**src/rtl/ipv4_deparser.sv**
```systemverilog
// IPv4/TCP header deparser: merges rewritten MAC/IP/port fields into the header word
// and repairs the IPv4 and TCP checksums over a fixed 3-stage pipeline.
module ipv4_deparser #(
   parameter int DATA_WIDTH = 480,
   parameter int CNT_WIDTH  = 32
) (
   input  logic                  clk,
   input  logic                  reset,
   input  logic                  pkt_data_vld_in,
   input  logic [DATA_WIDTH-1:0] pkt_data_in,
   input  logic                  tuple_vld,
   input  logic                  dmac_vld,
   input  logic                  smac_vld,
   input  logic [47:0]           dmac_data,
   input  logic [47:0]           smac_data,
   input  logic                  sip_vld,
   input  logic                  dip_vld,
   input  logic [31:0]           sip_data,
   input  logic [31:0]           dip_data,
   input  logic                  sport_vld,
   input  logic                  dport_vld,
   input  logic [15:0]           sport_data,
   input  logic [15:0]           dport_data,
   output logic                  pkt_data_vld_out,
   output logic [DATA_WIDTH-1:0] pkt_data_out,
   output logic                  ip_csum_upd,
   output logic                  tcp_csum_upd,
   output logic [CNT_WIDTH-1:0]  pkt_cnt,
   output logic [CNT_WIDTH-1:0]  mod_cnt
);

   localparam logic [CNT_WIDTH-1:0] CNT_ONE = CNT_WIDTH'(1);

   function automatic logic [19:0] ext(input logic [15:0] v);
      return {4'd0, v};
   endfunction

   // Two end-around-carry folds are enough for any 20-bit sum of at most 16 terms.
   function automatic logic [15:0] csum_fold(input logic [19:0] s);
      logic [19:0] t;
      t = ext(s[15:0]) + {16'd0, s[19:16]};
      t = ext(t[15:0]) + {16'd0, t[19:16]};
      return ~t[15:0];
   endfunction

   logic                  is_ip, is_tcp;
   logic                  sub_dmac, sub_smac, sub_sip, sub_dip, sub_sport, sub_dport;
   logic [DATA_WIDTH-1:0] word_c;

   always_comb begin
      is_ip     = (pkt_data_in[383:368] == 16'h0800);
      is_tcp    = is_ip && tuple_vld && (pkt_data_in[295:288] == 8'h06);
      sub_dmac  = pkt_data_vld_in && dmac_vld;
      sub_smac  = pkt_data_vld_in && smac_vld;
      sub_sip   = pkt_data_vld_in && is_ip && sip_vld;
      sub_dip   = pkt_data_vld_in && is_ip && dip_vld;
      sub_sport = pkt_data_vld_in && is_tcp && sport_vld;
      sub_dport = pkt_data_vld_in && is_tcp && dport_vld;
      word_c    = pkt_data_in;
      if (sub_dmac)  word_c[479:432] = dmac_data;
      if (sub_smac)  word_c[431:384] = smac_data;
      if (sub_sip)   word_c[271:240] = sip_data;
      if (sub_dip)   word_c[239:208] = dip_data;
      if (sub_sport) word_c[207:192] = sport_data;
      if (sub_dport) word_c[191:176] = dport_data;
   end

   // Stage 1: capture rewritten word plus the original fields the TCP delta needs
   logic                  vld_p0, ip_mod_p0, tcp_mod_p0, any_mod_p0;
   logic [DATA_WIDTH-1:0] word_p0;
   logic [31:0]           sip_old_p0, dip_old_p0;
   logic [15:0]           sport_old_p0, dport_old_p0, tcsum_old_p0;

   always_ff @(posedge clk or negedge reset) begin
      if (!reset) begin
         vld_p0       <= 1'b0;
         ip_mod_p0    <= 1'b0;
         tcp_mod_p0   <= 1'b0;
         any_mod_p0   <= 1'b0;
         word_p0      <= '0;
         sip_old_p0   <= '0;
         dip_old_p0   <= '0;
         sport_old_p0 <= '0;
         dport_old_p0 <= '0;
         tcsum_old_p0 <= '0;
      end else begin
         vld_p0       <= pkt_data_vld_in;
         ip_mod_p0    <= sub_sip || sub_dip;
         tcp_mod_p0   <= is_tcp && (sub_sip || sub_dip || sub_sport || sub_dport);
         any_mod_p0   <= sub_dmac || sub_smac || sub_sip || sub_dip || sub_sport || sub_dport;
         word_p0      <= word_c;
         sip_old_p0   <= pkt_data_in[271:240];
         dip_old_p0   <= pkt_data_in[239:208];
         sport_old_p0 <= pkt_data_in[207:192];
         dport_old_p0 <= pkt_data_in[191:176];
         tcsum_old_p0 <= pkt_data_in[79:64];
      end
   end

   logic [19:0] ip_sum_c, tcp_sum_c;

   always_comb begin
      ip_sum_c = '0;
      for (int i = 0; i < 10; i++) begin
         if (i != 5) ip_sum_c = ip_sum_c + ext(word_p0[367-16*i -: 16]);
      end
      // Incremental update: ~HC + sum(~m + m') over every field that may have changed
      tcp_sum_c = ext(~tcsum_old_p0)
                + ext(~sip_old_p0[31:16])  + ext(word_p0[271:256])
                + ext(~sip_old_p0[15:0])   + ext(word_p0[255:240])
                + ext(~dip_old_p0[31:16])  + ext(word_p0[239:224])
                + ext(~dip_old_p0[15:0])   + ext(word_p0[223:208])
                + ext(~sport_old_p0)       + ext(word_p0[207:192])
                + ext(~dport_old_p0)       + ext(word_p0[191:176]);
   end

   // Stage 2: register the raw checksum sums
   logic                  vld_p1, ip_mod_p1, tcp_mod_p1, any_mod_p1;
   logic [DATA_WIDTH-1:0] word_p1;
   logic [19:0]           ip_sum_p1, tcp_sum_p1;

   always_ff @(posedge clk or negedge reset) begin
      if (!reset) begin
         vld_p1     <= 1'b0;
         ip_mod_p1  <= 1'b0;
         tcp_mod_p1 <= 1'b0;
         any_mod_p1 <= 1'b0;
         word_p1    <= '0;
         ip_sum_p1  <= '0;
         tcp_sum_p1 <= '0;
      end else begin
         vld_p1     <= vld_p0;
         ip_mod_p1  <= ip_mod_p0;
         tcp_mod_p1 <= tcp_mod_p0;
         any_mod_p1 <= any_mod_p0;
         word_p1    <= word_p0;
         ip_sum_p1  <= ip_sum_c;
         tcp_sum_p1 <= tcp_sum_c;
      end
   end

   logic [DATA_WIDTH-1:0] word_out_c;

   always_comb begin
      word_out_c = word_p1;
      if (ip_mod_p1)  word_out_c[287:272] = csum_fold(ip_sum_p1);
      if (tcp_mod_p1) word_out_c[79:64]   = csum_fold(tcp_sum_p1);
   end

   // Stage 3: fold, insert checksums, count
   always_ff @(posedge clk or negedge reset) begin
      if (!reset) begin
         pkt_data_vld_out <= 1'b0;
         pkt_data_out     <= '0;
         ip_csum_upd      <= 1'b0;
         tcp_csum_upd     <= 1'b0;
         pkt_cnt          <= '0;
         mod_cnt          <= '0;
      end else begin
         pkt_data_vld_out <= vld_p1;
         pkt_data_out     <= word_out_c;
         ip_csum_upd      <= ip_mod_p1;
         tcp_csum_upd     <= tcp_mod_p1;
         if (vld_p1)               pkt_cnt <= pkt_cnt + CNT_ONE;
         if (vld_p1 && any_mod_p1) mod_cnt <= mod_cnt + CNT_ONE;
      end
   end

endmodule
```
**config.mk**
```make
export PLATFORM = sky130hd
export DESIGN_NAME = ipv4_deparser
export DESIGN_NICKNAME = d
export VERILOG_FILES = /design/src/rtl/ipv4_deparser.sv
export SDC_FILE = /design/constraint.sdc
export NUM_CORES = 2
export LEC_CHECK = 0
export ABC_AREA = 1
export CORE_AREA = 2 2 480 482
export CTS_CLUSTER_SIZE = 10
export DETAILED_ROUTE_END_ITERATION = 10
export DIE_AREA = 0 0 482 484
export GPL_TIMING_DRIVEN = 0
export HOLD_SLACK_MARGIN = 0.06
export PLACE_DENSITY = 0.56
export SLEW_MARGIN = 25
export SYNTH_ARGS = -nofsm -noshare
export SYNTH_HDL_FRONTEND = slang
export SYNTH_SLANG_ARGS = --single-unit
```
**constraint.sdc**
```tcl
create_clock -name clk -period 10.3 [get_ports clk]
set_input_delay 2.06 -clock clk [delete_from_list [all_inputs] [get_ports clk]]
set_output_delay 2.06 -clock clk [all_outputs]
set_load 0.01 [all_outputs]
```
; ---- After elaboration in Yosys (flattened, before gate mapping)
; Cells that the tools add are included.
[totals]
regBits = 1667
input_bits = 682
output_inout_bits = 547
wordCells = 88
[op_classes]
n_addsub = 26
n_eq_ne = 2
mux = 8
n_bitwise = 9
n_reduce_logical = 20
[op_table]
columns = op, count
row1 = $add 20x16->20, 12
row2 = $not 16->16, 9
row3 = $mux 48, 2
row4 = $add 32x1->32 const B, 2
row5 = $mux 16, 4
row6 = $mux 32, 2
row7 = $add 19x16->20, 2
row8 = $add 18x16->19, 2
row9 = $add 17x16->18, 2
row10 = $add 16x16->17, 2
row11 = $add 16x4->17, 2
row12 = $add 16x1->16, 2
row13 = $eq 16x12->1 const B, 1
row14 = $logic_and 1x1->1, 12
row15 = $eq 8x3->1 const B, 1
row16 = $logic_or 1x1->1, 8

; ---- Depth between registers and ports, before layout
[logic_depth]
ltp_word = 13
ltp_mapped = 20
mapped_depth_nobuf = 19

; ---- Worst setup path before layout
; Ideal clock, no wire load.
[synth_timing]
path_type = register -> register
from = register word_p0[210]
to = register tcp_sum_p1[12]
setup_time_ns = 0.124
t_arrival_ns = 4.768
t_required_ns = 10.176
path_slack_ns = 5.408
path_stages_with_launch = 18
n_path_buf = 0
period_less_slack_ns = 4.892
cell_sequence = dfrtp_1 > fa_1 > inv_1 > fa_1 > inv_1 > fa_1 > fa_1 > inv_1 > fa_1 > inv_1 > ha_1 > inv_1 > fa_1 > o21ai_0 > a21boi_0 > o21ai_0 > a31oi_1 > xnor2_1
[synth_between]
elab_chain_cells = 5
[synth_lines]
columns = element, line_no
row1 = "start, declared", 70  ; logic [DATA_WIDTH-1:0] word_p0;
row2 = "start signal, assigned", 91  ; word_p0 <= word_c;
row3 = $add 20x16->20, 112  ; + ext(~dip_old_p0[15:0]) + ext(word_p0[223:208])
row4 = $add 20x16->20 (2 in series), 113  ; + ext(~sport_old_p0) + ext(word_p0[207:192])
row5 = $add 20x16->20 (2 in series), 114  ; + ext(~dport_old_p0) + ext(word_p0[191:176]);
row6 = via tcp_sum_c[12], 100  ; logic [19:0] ip_sum_c, tcp_sum_c;
row7 = "end signal, assigned", 138  ; tcp_sum_p1 <= tcp_sum_c;
row8 = "end, declared", 120  ; logic [19:0] ip_sum_p1, tcp_sum_p1;
; The timed path passes the listed nets, and every way through them passes these cells.
; A chain may end at the register's enable or synchronous reset.

; ---- Worst setup path after layout
; Same ends and word-level chain as after synthesis.

==> out/results.ini <==
[route]
vias = 33100
drtIter0Drc = 1717
drc = 0
wl_um = 204000
ant_nets = 0
avgRoutedWirePerCell_um = 24.2
drt_first_pass_iters = 5
via_per_inst = 3.92

[sta]
relSlewSlack = 0.358
setup_viol = 0
clock.fmax_ghz = 0.176
rsz0062_at_grt = false
skew_ns = 0.0921
timing.final.crit_share = 0.552
min_period_ns = 5.69
slew_viol_final = 0
finalHoldViolCount = 0
setup_tns_ns = 0
worstMarginPinSlew_ns = 0.962

[yosys]
syn-num-nets = 4876
synth-compound-area-share = 0.00998
seq_area_frac_synth = 0.739
synthSimpleGateAreaFrac = 0.0796
synth-xor-area-share = 0.0149
synth.distinct_cells = 46
ys_ff_latch = 1651
synthesis.area_mm2 = 0.0559
synthAdderAreaFrac = 0.110
ys.warnings.count = 0
avgSynthCellArea_um2 = 14.5
muxShareOfSynthArea = 0.00644
syn_inst = 3865
synth_top_family_by_area = adder cells

[floorplanning]
io_pins = 1229
start_util = 0.245
core_area_mm2 = 0.229
rows = 176
fp.dieW_um = 482
die_y_um = 484
dieArea_mm2 = 0.233

[min_path]
hp-start = word_p1[255]
hp-class = register to register
worstHoldPathCells = 0
worstHoldEndpoint = pkt_data_out[255]

[global_route]
grt_pass1_vias = 36400
antenna_found_initial = 102
grt_max_degree = 145
grt_pass1_wl_um = 283000
grt_overflow = 0
globalRouteTotalUtil = 0.175

[critical_path]
arrival_ns = 6.38
worstReg2RegEnd = tcp_sum_p1[12]
worst-r2r-cell-count = 17
required_ns = 10.99
start_kind = register
ff2ff_setup_slack_ns = 4.61
worstPathMaxFanout = 3
r2r_start = word_p0[210]
worstSetupPathType = register to register
cp-end-kind = register

[power_and_ir_drop]
max-vdd-ir-drop_mv = 0.239
power_mw = 19.9
power_density_mw_per_mm2 = 254
p_leak_nw = 35.9

[cts]
cts_setup_buffers = 0
cts_buffers = 198
cts_tree = yes
cts_sinks = 1651
ctsRootBufferMaster = clkbuf_16
insertion_delay_ns = 0.86
cts_resized = 0
hold_buffers = 0
clk_pin_slew_ns = 0.06
clockBufferDepth = 3
htree_num_levels = 4

[placement]
port_buffers = 1228
dp_hpwl_um = 165000
routabilityCongestion = 0.919

[cells_and_area]
synthToLayoutAreaGrowth_pct = 40.2
drive_gt1_frac = 0.0650
final_cell_mix = dfrtp_1, clkdlybuf4s50_1, nand2_1, inv_1, fa_1
finalNetCount = 6320
nFillCells = 22400
final_common_cell = dfrtp_1

[run]
drv_cap = 0

[run_status]
outcome = finished clean

how the worst max path moves through the flow:
stage / from / to / slack, ns / cells past startpoint
2_1_floorplan: word_p0[210] / tcp_sum_p1[12] / 5.41 / 17
5_1_grt: word_p0[210] / tcp_sum_p1[12] / 4.21 / 17
6_report: word_p0[210] / tcp_sum_p1[12] / 4.61 / 17
4_1_cts: word_p0[210] / tcp_sum_p1[12] / 4.54 / 17
3_3_place_gp: reset / pkt_data_out[153] / -67.65 / 1
3_5_place_dp: pkt_data_in[373] / word_p0[252] / 3.88 / 11
state kept, by name, summed over array words and instances, names as in the netlist, 15 cells and up:
register / cells
word_p1: 480
dip_old_p0: 32
tcp_sum_p1: 20
tcsum_old_p0: 15
sport_old_p0: 16
dport_old_p0: 16
pkt_cnt: 32
ip_sum_p1: 20
word_p0: 465
sip_old_p0: 32
pkt_data_out: 480
mod_cnt: 32
synth_stat cells (all sizes together):
master   instances  area (µm²)
a21boi           1        7.51
nand2          766        2920
a211oi           1        7.51
mux2            32         360
nand3b           6        45.0
nor3            26         163
a21o             4        30.0
nor3b            1        7.51
a31oi           16         100
nand3           91         478
a21oi           40         200
clkbuf          28         105
and3             1        6.26
nand4           29         194
nor2           127         544
o21bai           2        15.0
o2111ai          1        8.76
xnor2           30         263
o211ai           1        7.51
or2              1        6.26
o311ai           1        8.76
buf             14        83.8
dfrtp         1651       41300
o21a             1        7.51
o21ai           33         165
nor4             9        92.6
inv            558        2090
xor2            65         569
fa             269        5390
ha              60         751
worst max-delay path, cell delays in order (launching register included):
cell and delay [ns]:
dfrtp_1 0.42, fa_1 0.65, inv_1 0.10, fa_1 0.54
inv_1 0.06, fa_1 0.51, fa_1 0.57, inv_1 0.07
fa_1 0.54, inv_1 0.09, ha_1 0.18, inv_1 0.08
fa_1 0.41, o21ai_0 0.43, a21boi_0 0.23, o21ai_0 0.34
a31oi_1 0.16, xnor2_1 0.16
layer usage:
layer	track usage	wire length (µm)	up-vias
met5	0	464	-
met4	0.0470	5960	74
met3	0.0650	19100	404
met2	0.297	99900	1230
met1	0.206	78300	16800
li1	-	-	14500
kinds of logic after synthesis:
| family | count (synthesis) |
|---|---|
| AOI/OAI and AO/OA | 101 |
| DFF | 1651 |
| and+or+nand+nor | 1057 |
| xor gates and xnor gates | 95 |
| buffers and inverters | 600 |
| muxes | 32 |
| adders and majority gates | 329 |
through the flow:
| step | std cells | utilization | hold WS (ns) | area, µm² | setup slack (ns) |
|---|---|---|---|---|---|
| CTS | 8414 | 0.343 | 0.313 | 78400 | 4.54 |
| floorplan | 3865 | - | 0.331 | 55900 | 5.41 |
| detailed placement | 8135 | 0.317 | 0.335 | 72500 | 3.88 |
| finish | 8437 | 0.343 | 0.316 | 78400 | 4.61 |
| global placement | 8119 | 0.315 | 0.331 | 72000 | -67.65 |
| global route | 8421 | 0.343 | 0.331 | 78400 | 4.21 |
power breakdown:
group          switching [mW]  total, mW  internal (mW)
logic                    3.77       6.16           2.39
registers               0.274       7.30           7.03
clock network            2.73       6.43           3.70
total                    6.77       19.9           13.1
final cells by class:
type	count	area, µm²	area share
antenna	23	57.6	0.000734
timing repair buffer	1244	12700	0.163
buffer	42	195	0.00249
sequential	1651	41300	0.527
inverter	558	2090	0.0267
multi-input combinational	1614	12300	0.157
clock buffer	244	5300	0.0675
tap	3026	3790	0.0483
clock inverter	35	598	0.00763
Power figures use the tool's default switching activity.
